<file path="src/rtl/div_pkg.sv">
// Shared constants and types for the iterative 32-bit divider.
package div_pkg;

    localparam int unsigned DIV_W = 32;

    typedef enum logic [1:0] {
        IDLE = 2'd0,
        CALC = 2'd1,
        FIX  = 2'd2
    } div_state_t;

    localparam logic [DIV_W-1:0] DIV_DZ_QUOT = '1;

endpackage

</file>
<file path="src/rtl/div_step.sv">
// One combinational radix-2 restoring division step.
module div_step
    import div_pkg::*;
(
    input  logic [DIV_W-1:0] i_pr,
    input  logic             i_bit,
    input  logic [DIV_W-1:0] i_d,
    output logic [DIV_W-1:0] o_pr,
    output logic             o_qbit
);

    logic [DIV_W:0] w_shift;
    logic [DIV_W:0] w_diff;

    assign w_shift = {i_pr, i_bit};
    assign w_diff  = w_shift - {1'b0, i_d};

    // A non-negative trial difference always fits back into DIV_W bits.
    always_comb begin
        o_qbit = ~w_diff[DIV_W];
        o_pr   = w_diff[DIV_W] ? w_shift[DIV_W-1:0] : w_diff[DIV_W-1:0];
    end

endmodule

</file>
<file path="src/rtl/div32.sv">
// Multi-cycle signed/unsigned 32-bit divider: fixed 33-cycle latency, done pulse.
module div32
    import div_pkg::*;
(
    input  logic             clk,
    input  logic             rst_n,
    input  logic             start,
    input  logic             sgn,
    input  logic [DIV_W-1:0] ain,
    input  logic [DIV_W-1:0] bin,
    output logic             busy,
    output logic             done,
    output logic [DIV_W-1:0] quot,
    output logic [DIV_W-1:0] rem
);

    div_state_t       r_state;
    logic [4:0]       r_cnt;
    logic [DIV_W-1:0] r_pr;
    logic [DIV_W-1:0] r_q;
    logic [DIV_W-1:0] r_d;
    logic [DIV_W-1:0] r_ain;
    logic             r_neg_q;
    logic             r_neg_r;
    logic             r_dz;
    logic             r_busy;
    logic             r_done;
    logic [DIV_W-1:0] r_quot;
    logic [DIV_W-1:0] r_rem;

    logic [DIV_W-1:0] w_a_mag;
    logic [DIV_W-1:0] w_b_mag;
    logic [DIV_W-1:0] w_pr_next;
    logic             w_qbit;

    assign w_a_mag = (sgn && ain[DIV_W-1]) ? (~ain + 1'b1) : ain;
    assign w_b_mag = (sgn && bin[DIV_W-1]) ? (~bin + 1'b1) : bin;

    // The dividend register doubles as the quotient shift register.
    div_step u_step (
        .i_pr   (r_pr),
        .i_bit  (r_q[DIV_W-1]),
        .i_d    (r_d),
        .o_pr   (w_pr_next),
        .o_qbit (w_qbit)
    );

    always_ff @(posedge clk or negedge rst_n) begin
        if (!rst_n) begin
            r_state <= IDLE;
            r_cnt   <= '0;
            r_pr    <= '0;
            r_q     <= '0;
            r_d     <= '0;
            r_ain   <= '0;
            r_neg_q <= 1'b0;
            r_neg_r <= 1'b0;
            r_dz    <= 1'b0;
            r_busy  <= 1'b0;
            r_done  <= 1'b0;
            r_quot  <= '0;
            r_rem   <= '0;
        end else begin
            r_done <= 1'b0;
            case (r_state)
                IDLE: begin
                    if (start) begin
                        r_q     <= w_a_mag;
                        r_d     <= w_b_mag;
                        r_ain   <= ain;
                        r_neg_q <= sgn & (ain[DIV_W-1] ^ bin[DIV_W-1]);
                        r_neg_r <= sgn & ain[DIV_W-1];
                        r_dz    <= (bin == '0);
                        r_pr    <= '0;
                        r_cnt   <= '0;
                        r_busy  <= 1'b1;
                        r_state <= CALC;
                    end
                end
                CALC: begin
                    r_pr  <= w_pr_next;
                    r_q   <= {r_q[DIV_W-2:0], w_qbit};
                    r_cnt <= r_cnt + 5'd1;
                    if (r_cnt == 5'd31) begin
                        r_state <= FIX;
                    end
                end
                FIX: begin
                    if (r_dz) begin
                        r_quot <= DIV_DZ_QUOT;
                        r_rem  <= r_ain;
                    end else begin
                        r_quot <= r_neg_q ? (~r_q + 1'b1) : r_q;
                        r_rem  <= r_neg_r ? (~r_pr + 1'b1) : r_pr;
                    end
                    r_done  <= 1'b1;
                    r_busy  <= 1'b0;
                    r_state <= IDLE;
                end
                default: begin
                    r_busy  <= 1'b0;
                    r_state <= IDLE;
                end
            endcase
        end
    end

    assign busy = r_busy;
    assign done = r_done;
    assign quot = r_quot;
    assign rem  = r_rem;

endmodule

</file>
<file path="config.mk">
export PLATFORM = sky130hd
export DESIGN_NAME = div32
export DESIGN_NICKNAME = d
export VERILOG_FILES = /design/src/rtl/div_pkg.sv /design/src/rtl/div_step.sv /design/src/rtl/div32.sv
export SDC_FILE = /design/constraint.sdc
export NUM_CORES = 1
export LEC_CHECK = 0
export ABC_AREA = 0
export CORE_MARGIN = 1.5
export CORE_UTILIZATION = 59
export CTS_BUF_LIST = sky130_fd_sc_hd__clkbuf_8
export DETAILED_ROUTE_END_ITERATION = 12
export PLACE_DENSITY = 0.83
export SYNTH_ARGS = -nofsm -noshare
export SYNTH_HDL_FRONTEND = slang
export SYNTH_SLANG_ARGS = --single-unit
</file>
<file path="constraint.sdc">
create_clock -name clk -period 3.91 [get_ports clk]
set_input_delay 0.391 -clock clk [delete_from_list [all_inputs] [get_ports clk]]
set_output_delay 0.391 -clock clk [all_outputs]
set_load 0.1 [all_outputs]
</file>
==> results of run 1 <==
flip-flops by register name, summed over array words and instances (netlist names):
| register | count |
|---|---|
| r_neg_q | 1 |
| r_pr | 32 |
| r_state | 2 |
| r_ain | 32 |
| r_d | 32 |
| r_dz | 1 |
| done | 1 |
| rem | 32 |
| quot | 32 |
| r_q | 32 |
| r_neg_r | 1 |
| busy | 1 |
| r_cnt | 5 |
stage by stage:
step | power, mW | cells | worst slack (ps) | util, % | instance area (sq um)
5_1_grt | 13.5 | 1881 | 225 | 72.0 | 14700
4_1_cts | 12.4 | 1881 | 525 | 72.0 | 14700
3_5_place_dp | 10.4 | 1819 | 477 | 68.5 | 14000
6_report | 12.5 | 1881 | 470 | 72.0 | 14700
3_3_place_gp | 10.2 | 1819 | 596 | 68.5 | 14000
2_1_floorplan | 8.73 | 1477 | 773 | - | 12400
power by group through the flow:
stage | clock [mW] | sequential (mW) | combinational [mW]
2_1_floorplan | 0 | 3.63 | 5.10
3_3_place_gp | 0 | 3.81 | 6.36
3_5_place_dp | 0 | 3.85 | 6.58
4_1_cts | 1.96 | 3.82 | 6.63
5_1_grt | 2.07 | 3.95 | 7.46
6_report | 1.94 | 3.86 | 6.68
layout by cell type (no fill, tap or decap), types with 3 or more instances in the layout:
cell	synthesis	layout
sky130_fd_sc_hd__a211oi_1	3	3
sky130_fd_sc_hd__a21o_1	11	11
sky130_fd_sc_hd__a21oi_1	126	126
sky130_fd_sc_hd__a22oi_1	21	21
sky130_fd_sc_hd__a32oi_1	5	5
sky130_fd_sc_hd__a41oi_1	3	3
sky130_fd_sc_hd__and2_1	6	6
sky130_fd_sc_hd__and3_1	5	5
sky130_fd_sc_hd__buf_4	0	22
sky130_fd_sc_hd__clkbuf_8	0	45
sky130_fd_sc_hd__clkdlybuf4s50_1	0	132
sky130_fd_sc_hd__clkinv_2	0	3
sky130_fd_sc_hd__dfrtp_1	204	203
sky130_fd_sc_hd__ha_1	38	38
sky130_fd_sc_hd__inv_1	49	62
sky130_fd_sc_hd__mux2i_1	14	14
sky130_fd_sc_hd__nand2_1	258	257
sky130_fd_sc_hd__nand2b_1	12	12
sky130_fd_sc_hd__nand3_1	34	33
sky130_fd_sc_hd__nand4_1	8	8
sky130_fd_sc_hd__nor2_1	113	110
sky130_fd_sc_hd__nor2_2	0	3
sky130_fd_sc_hd__nor2b_1	6	6
sky130_fd_sc_hd__nor3_1	14	14
sky130_fd_sc_hd__nor4_1	11	11
sky130_fd_sc_hd__o2111ai_1	3	3
sky130_fd_sc_hd__o211ai_1	3	3
sky130_fd_sc_hd__o21ai_0	116	116
sky130_fd_sc_hd__o21ai_1	37	36
sky130_fd_sc_hd__o21bai_1	5	5
sky130_fd_sc_hd__o22ai_1	20	20
sky130_fd_sc_hd__o311ai_1	18	18
sky130_fd_sc_hd__o31ai_1	29	29
sky130_fd_sc_hd__o41ai_1	17	17
sky130_fd_sc_hd__or3_1	13	13
sky130_fd_sc_hd__or4_1	7	7
sky130_fd_sc_hd__or4_4	3	3
sky130_fd_sc_hd__xnor2_1	56	56
sky130_fd_sc_hd__xor2_1	91	91
logic make-up (layout without fill, tap and decap cells):
| logic type | after synthesis | after routing | synth area share, % |
|---|---|---|---|
| adder cells (fa/ha/maj) | 39 | 39 | 3.99 |
| XOR/XNOR | 147 | 147 | 10.4 |
| AO/OA/AOI/OAI | 434 | 434 | 21.2 |
| flip-flops | 204 | 204 | 41.1 |
| buffers and inverters | 135 | 269 | 4.13 |
| multiplexers | 15 | 15 | 1.22 |
| AND/OR/NAND/NOR | 503 | 503 | 18.0 |
synthesized netlist by cell type, types with 18 or more instances:
library cell,n
sky130_fd_sc_hd__xnor2_1,56
sky130_fd_sc_hd__a22oi_1,21
sky130_fd_sc_hd__ha_1,38
sky130_fd_sc_hd__inv_1,49
sky130_fd_sc_hd__nand2_1,258
sky130_fd_sc_hd__clkbuf_1,74
sky130_fd_sc_hd__nand3_1,34
sky130_fd_sc_hd__o22ai_1,20
sky130_fd_sc_hd__dfrtp_1,204
sky130_fd_sc_hd__o21ai_1,37
sky130_fd_sc_hd__o31ai_1,29
sky130_fd_sc_hd__a21oi_1,126
sky130_fd_sc_hd__nor2_1,113
sky130_fd_sc_hd__o21ai_0,116
sky130_fd_sc_hd__xor2_1,91
sky130_fd_sc_hd__o311ai_1,18
cell type report:
class	instances	area (sq um)
sequential	204	5110
clock buffer	44	606
clock inverter	18	101
timing repair buffer	156	1520
inverter	51	191
fill	1591	5730
multi-input combinational	1138	6840
tap	270	338
routing by layer:
layer | vias up | global-route usage, % | part of all wire [%]
met4 | 0 | 11.3 | 3.0
met3 | 82 | 5.15 | 7.7
met2 | 477 | 48.5 | 46
met5 | - | 0 | 0
li1 | 5430 | - | -
met1 | 5408 | 42.0 | 43
critical path: stages (launching register included):
cell                       delay [ps]
sky130_fd_sc_hd__dfrtp_1          370
sky130_fd_sc_hd__inv_1             80
sky130_fd_sc_hd__ha_1             200
sky130_fd_sc_hd__fa_1             400
sky130_fd_sc_hd__nand2b_1         180
sky130_fd_sc_hd__a21oi_1          180
sky130_fd_sc_hd__o21ai_1          180
sky130_fd_sc_hd__o211ai_2         370
sky130_fd_sc_hd__o21a_1           200
sky130_fd_sc_hd__a21oi_1          130
sky130_fd_sc_hd__a311oi_4         320
sky130_fd_sc_hd__buf_4            350
sky130_fd_sc_hd__mux2i_1          250
sky130_fd_sc_hd__o21ai_1           70
worst paths after layout:
check / to / slack (ps)
setup / recovery: r_pr[7]$_DFFE_PN0P_ / 470
hold / removal: r_ain[10]$_DFFE_PN0P_ / -20
setup reg to reg: r_pr[7]$_DFFE_PN0P_ / 470
hold reg to reg: r_ain[14]$_DFFE_PN0P_ / 470
max in group asynchronous: r_ain[23]$_DFFE_PN0P_ / 3040
min in group clk: r_ain[14]$_DFFE_PN0P_ / 470
==> run_summary.xml, run 1 <==
<?xml version="1.0" encoding="UTF-8"?>
<metrics>
  <group name="status">
    <metric name="status" unit="">finished, violations left</metric>
    <metric name="violations" unit="">hold timing</metric>
  </group>
  <group name="clocking">
    <metric name="cts-buffers-inserted" unit="">36</metric>
    <metric name="cts-resized-gates" unit="">0</metric>
    <metric name="tritoncts" unit="">built</metric>
    <metric name="numClockSinks" unit="">204</metric>
    <metric name="cts_buffer_depth" unit="">3</metric>
    <metric name="post_cts.repair.setup_buffers" unit="">0</metric>
    <metric name="cts-hold-fix-buffers" unit="">0</metric>
    <metric name="h_tree_level_count" unit="">2</metric>
    <metric name="clkTransAtPathRegs" unit="ps">60</metric>
    <metric name="cts.root.buffer_cell" unit="">sky130_fd_sc_hd__clkbuf_8</metric>
    <metric name="worst_skew_pair.late_latency" unit="ps">530</metric>
  </group>
  <group name="setup_path">
    <metric name="crit_start" unit="">r_q[31]$_DFFE_PN0P_</metric>
    <metric name="timing.setup.critical_path_class" unit="">register to register</metric>
    <metric name="r2r_cells" unit="">13</metric>
    <metric name="end_kind" unit="">register</metric>
    <metric name="worst_setup_path_start_kind" unit="">register</metric>
    <metric name="cp_max_fo" unit="">28</metric>
    <metric name="worst-endpoint-arrival" unit="ps">3840</metric>
    <metric name="worstReg2RegStart" unit="">r_q[31]$_DFFE_PN0P_</metric>
    <metric name="critical_path_required" unit="ps">4310</metric>
  </group>
  <group name="floorplanning">
    <metric name="design.portCount" unit="">134</metric>
    <metric name="die_height" unit="microns">148</metric>
    <metric name="die_x" unit="microns">148</metric>
    <metric name="fp-row-count" unit="">52</metric>
    <metric name="die_area" unit="sq um">21900</metric>
    <metric name="initial_core_util" unit="%">60.8</metric>
    <metric name="core_area" unit="sq um">20400</metric>
  </group>
  <group name="power_and_ir_drop">
    <metric name="power_density" unit="nW/um^2">849</metric>
    <metric name="netSwitchingFraction" unit="%">45.9</metric>
    <metric name="seq_power_share" unit="%">30.9</metric>
    <metric name="internal_power" unit="mW">6.75</metric>
    <metric name="p_leak" unit="nW">6.38</metric>
    <metric name="worst_voltage_drop_across_the_vdd_grid" unit="mV">0.398</metric>
    <metric name="power.share.clock" unit="%">15.6</metric>
    <metric name="comb_power_share" unit="%">53.5</metric>
    <metric name="total_switching_power" unit="mW">5.73</metric>
  </group>
  <group name="drt">
    <metric name="routed_via_count_divided_by_cell_count" unit="">6.06</metric>
    <metric name="drt_iter0_markers" unit="">971</metric>
    <metric name="wl" unit="microns">32900</metric>
    <metric name="pre_repair_dr_iteration_count" unit="">5</metric>
    <metric name="drt_drc_violations_left" unit="">0</metric>
    <metric name="routed_wire_length_per_instance" unit="microns">17.5</metric>
    <metric name="via_count" unit="">11400</metric>
    <metric name="detail-route-antenna-nets" unit="">0</metric>
  </group>
  <group name="synthesis">
    <metric name="synth_seq_area_share" unit="%">41.1</metric>
    <metric name="syn_area_per_cell" unit="sq um">8.40</metric>
    <metric name="netlist.top_cell.by_area" unit="">sky130_fd_sc_hd__dfrtp_1</metric>
    <metric name="synth.top_cells.by_area" unit="">sky130_fd_sc_hd__dfrtp_1, sky130_fd_sc_hd__nand2_1, sky130_fd_sc_hd__xor2_1</metric>
    <metric name="postSynth.topFlopCell" unit="">sky130_fd_sc_hd__dfrtp_1</metric>
    <metric name="synthArstFlopShare" unit="%">100</metric>
    <metric name="yosys_reg_bits" unit="">204</metric>
    <metric name="synth-edff-count" unit="">0</metric>
    <metric name="netlist_area" unit="sq um">12400</metric>
    <metric name="syn-num-nets" unit="">1584</metric>
    <metric name="synth_cell_types" unit="">63</metric>
    <metric name="synth_top_cell_area_share" unit="%">41.1</metric>
    <metric name="yosys_warnings" unit="">0</metric>
    <metric name="number_of_instances_in_the_synthesized_netlist" unit="">1477</metric>
  </group>
  <group name="sta">
    <metric name="maxSlewHeadroom" unit="%">32.0</metric>
    <metric name="timing.clock.skew" unit="ps">24.4</metric>
    <metric name="worst_hold_slack_after_final_layout" unit="ps">-24.4</metric>
    <metric name="report.final.setup_viol" unit="">0</metric>
    <metric name="final.min_clock_period" unit="ps">3440</metric>
    <metric name="fin_crit_sh" unit="%">88.0</metric>
    <metric name="achievable-frequency" unit="MHz">291</metric>
    <metric name="finalMaxSlewViolations" unit="">0</metric>
    <metric name="rsz_0062_raised_after_global_routing" unit="">false</metric>
    <metric name="total_neg_setup_slack" unit="ps">0</metric>
    <metric name="max_slew.worst_pin.slew" unit="ps">1020</metric>
    <metric name="report.final.hold_viol_count" unit="">19</metric>
  </group>
  <group name="place">
    <metric name="place.gp.congestion" unit="">0.909</metric>
    <metric name="post-dp-hpwl" unit="microns">24300</metric>
    <metric name="buffer_ports.inserted" unit="">133</metric>
  </group>
  <group name="global_route">
    <metric name="grt_max_degree" unit="">113</metric>
    <metric name="first_global_vias" unit="">10900</metric>
    <metric name="grt-ovfl-total" unit="">0</metric>
    <metric name="gr-usage-all-layers" unit="%">30.5</metric>
    <metric name="initial_antenna_violation_count" unit="">0</metric>
    <metric name="grt_first_pass_wirelength" unit="microns">53700</metric>
  </group>
  <group name="finish">
    <metric name="num-nets-final" unit="">1694</metric>
    <metric name="post_route_cells_drive_above_1_share" unit="%">5.96</metric>
    <metric name="antenna_diode_count" unit="">0</metric>
    <metric name="syn2layout_area_growth" unit="%">18.4</metric>
  </group>
  <group name="min_path">
    <metric name="hold_class" unit="">input pin to asynchronous set/reset pin</metric>
  </group>
  <group name="job">
    <metric name="maxCapViolCount" unit="">0</metric>
  </group>
</metrics>
No activity file was read; power rests on OpenSTA's default activity.
==> run 2, diff against run 1 <==
--- a/config.mk
+++ b/config.mk
@@ -10,6 +10,7 @@
 export CORE_UTILIZATION = 59
 export CTS_BUF_LIST = sky130_fd_sc_hd__clkbuf_8
 export DETAILED_ROUTE_END_ITERATION = 12
+export GPL_TIMING_DRIVEN = 0
 export PLACE_DENSITY = 0.83
 export SYNTH_ARGS = -nofsm -noshare
 export SYNTH_HDL_FRONTEND = slang
==> run_summary.xml, run 2 (synthesis gave the netlist of run 1 again) <==
<?xml version="1.0" encoding="UTF-8"?>
<metrics>
  <group name="drt">
    <metric name="drt_iter0_markers" unit="">998</metric>
    <metric name="detail-route-antenna-nets" unit="">0</metric>
    <metric name="routed_wire_length_per_instance" unit="microns">19.2</metric>
    <metric name="routed_via_count_divided_by_cell_count" unit="">6.11</metric>
    <metric name="pre_repair_dr_iteration_count" unit="">7</metric>
    <metric name="drt_drc_violations_left" unit="">0</metric>
    <metric name="via_count" unit="">11900</metric>
    <metric name="wl" unit="microns">37400</metric>
  </group>
  <group name="sta">
    <metric name="achievable-frequency" unit="MHz">268</metric>
    <metric name="report.final.hold_viol_count" unit="">0</metric>
    <metric name="finalMaxSlewViolations" unit="">0</metric>
    <metric name="timing.clock.skew" unit="ps">19.2</metric>
    <metric name="max_slew.worst_pin.slew" unit="ps">997</metric>
    <metric name="report.final.setup_viol" unit="">0</metric>
    <metric name="maxSlewHeadroom" unit="%">33.3</metric>
    <metric name="worst_hold_slack_after_final_layout" unit="ps">389</metric>
    <metric name="final.min_clock_period" unit="ps">3730</metric>
    <metric name="fin_crit_sh" unit="%">95.4</metric>
    <metric name="rsz_0062_raised_after_global_routing" unit="">false</metric>
  </group>
  <group name="floorplanning">
    <metric name="fp-row-count" unit="">52</metric>
    <metric name="initial_core_util" unit="%">60.8</metric>
    <metric name="die_x" unit="microns">148</metric>
    <metric name="design.portCount" unit="">134</metric>
    <metric name="die_area" unit="sq um">21900</metric>
    <metric name="die_height" unit="microns">148</metric>
    <metric name="core_area" unit="sq um">20400</metric>
  </group>
  <group name="clocking">
    <metric name="worst_skew_pair.late_latency" unit="ps">530</metric>
    <metric name="clkTransAtPathRegs" unit="ps">60</metric>
    <metric name="cts.root.buffer_cell" unit="">sky130_fd_sc_hd__clkbuf_8</metric>
    <metric name="cts-buffers-inserted" unit="">38</metric>
    <metric name="tritoncts" unit="">built</metric>
    <metric name="h_tree_level_count" unit="">2</metric>
    <metric name="cts_buffer_depth" unit="">3</metric>
    <metric name="numClockSinks" unit="">204</metric>
  </group>
  <group name="setup_path">
    <metric name="critical_path_required" unit="ps">4350</metric>
    <metric name="worst_setup_path_start_kind" unit="">register</metric>
    <metric name="cp_max_fo" unit="">10</metric>
    <metric name="worst_path_largest_cell_delay" unit="ps">420</metric>
    <metric name="timing.setup.critical_path_class" unit="">register to register</metric>
    <metric name="critPathBufInv" unit="">3</metric>
    <metric name="timing.critical_path.cells" unit="">inv_1 -&gt; ha_1 -&gt; fa_1 -&gt; nand2b_1 -&gt; a21oi_1 -&gt; o21ai_1 -&gt; o211ai_2 -&gt; o21a_1 -&gt; a21oi_1 -&gt; a311oi_4 -&gt; buf_4 -&gt; clkbuf_1 -&gt; a32oi_1 -&gt; o21ai_1</metric>
    <metric name="critPathTopFamily" unit="">compound AO/OA/AOI/OAI gates</metric>
    <metric name="end_kind" unit="">register</metric>
    <metric name="worst_path_max_delay_cell" unit="">sky130_fd_sc_hd__clkbuf_1</metric>
    <metric name="ff2ff_setup_slack" unit="ps">180</metric>
    <metric name="worst-endpoint-arrival" unit="ps">4170</metric>
  </group>
  <group name="finish">
    <metric name="post_route_cells_drive_above_1_share" unit="%">4.89</metric>
    <metric name="num-nets-final" unit="">1761</metric>
    <metric name="syn2layout_area_growth" unit="%">20.3</metric>
    <metric name="final_util" unit="%">73.1</metric>
    <metric name="layout.cells.most_common_list" unit="">sky130_fd_sc_hd__nand2_1, sky130_fd_sc_hd__dfrtp_1, sky130_fd_sc_hd__clkdlybuf4s50_1, sky130_fd_sc_hd__a21oi_1, sky130_fd_sc_hd__o21ai_0</metric>
    <metric name="filler_cell_count" unit="">1690</metric>
    <metric name="leading_cell_type_in_the_layout_fill_and_taps_excluded" unit="">sky130_fd_sc_hd__nand2_1</metric>
    <metric name="antenna_diode_count" unit="">0</metric>
  </group>
  <group name="status">
    <metric name="status" unit="">finished clean</metric>
  </group>
  <group name="global_route">
    <metric name="grt_first_pass_wirelength" unit="microns">59000</metric>
    <metric name="initial_antenna_violation_count" unit="">0</metric>
    <metric name="grt-ovfl-total" unit="">0</metric>
    <metric name="first_global_vias" unit="">11400</metric>
    <metric name="gr-usage-all-layers" unit="%">34.6</metric>
    <metric name="grt_max_degree" unit="">106</metric>
  </group>
  <group name="place">
    <metric name="post-dp-hpwl" unit="microns">28700</metric>
    <metric name="buffer_ports.inserted" unit="">132</metric>
    <metric name="place.gp.congestion" unit="">0.973</metric>
  </group>
  <group name="min_path">
    <metric name="hold_class" unit="">input pin to register</metric>
  </group>
  <group name="power_and_ir_drop">
    <metric name="worst_voltage_drop_across_the_vdd_grid" unit="mV">0.529</metric>
    <metric name="p_leak" unit="nW">6.41</metric>
    <metric name="power_density" unit="nW/um^2">872</metric>
  </group>
  <group name="job">
    <metric name="maxCapViolCount" unit="">0</metric>
  </group>
</metrics>
[run 2: worst paths after layout]
check,start,endpoint,cells past startpoint
max,r_q[31]$_DFFE_PN0P_,r_pr[31]$_DFFE_PN0P_,14
min,ain[13],r_ain[13]$_DFFE_PN0P_,3
max reg2reg,r_q[31]$_DFFE_PN0P_,r_pr[31]$_DFFE_PN0P_,14
min reg2reg,quot[0]$_DFFE_PN0P_,quot[0]$_DFFE_PN0P_,2
max in group asynchronous,rst_n,r_d[19]$_DFFE_PN0P_,3
min in group asynchronous,rst_n,rem[14]$_DFFE_PN0P_,2
[run 2: timing repair]
item | CTS | global route
hold buffers | 1 | 0
endpoints found under the hold margin | 99 | 0
pin swaps | 0 | 1
endpoints found under the setup margin | 10 | 28
resized for setup | 1 | 1
buffers inserted | 0 | 3
[run 2: cell type report]
type                    instances  area (sq um)  share of cell area [%]
plain buffers                  84           324                    2.17
repair buffers                137          1390                    9.28
well taps                     270           338                    2.26
inverters                      51           191                    1.28
flip-flops and latches        204          5100                    34.2
clock buffers                  48           661                    4.42
clock inverters                14           121                   0.813
multi-input cells            1138          6810                    45.6
[run 2: tightest hold or removal path: cells and delay by family]
| kind | cells | cell delay, ps |
|---|---|---|
| buffers and inverters | 1 | 200 |
| AND/OR/NAND/NOR | 2 | 290 |
[run 2: per-stage QoR]
stage          setup slack (ps)  instance area (sq um)  TNS (ps)  instances  power (mW)
6_report                    180                  14900         0       1946        13.0
5_1_grt                    77.2                  14900         0       1946        14.0
4_1_cts                    25.3                  14900         0       1943        12.8
3_5_place_dp              -69.2                  14100      -254       1880        10.6
3_3_place_gp              -5870                  14100  -1192860       1879        10.4
2_1_floorplan               773                  12400         0       1477        8.73
[run 2: routing by layer]
metal | global-route usage, % | share of wire [%] | up-vias
met5 | 0 | 0 | -
met1 | 43.7 | 40 | 5592
met2 | 55.5 | 46 | 613
met3 | 8.15 | 9.4 | 125
met4 | 17.8 | 5.3 | 0
li1 | - | - | 5563
[run 2: where the power goes]
part | leakage [nW] | internal (mW) | switching (mW)
logic | 3.50 | 2.84 | 4.21
clock network | 0.421 | 1.23 | 0.906
registers | 2.49 | 2.88 | 0.949
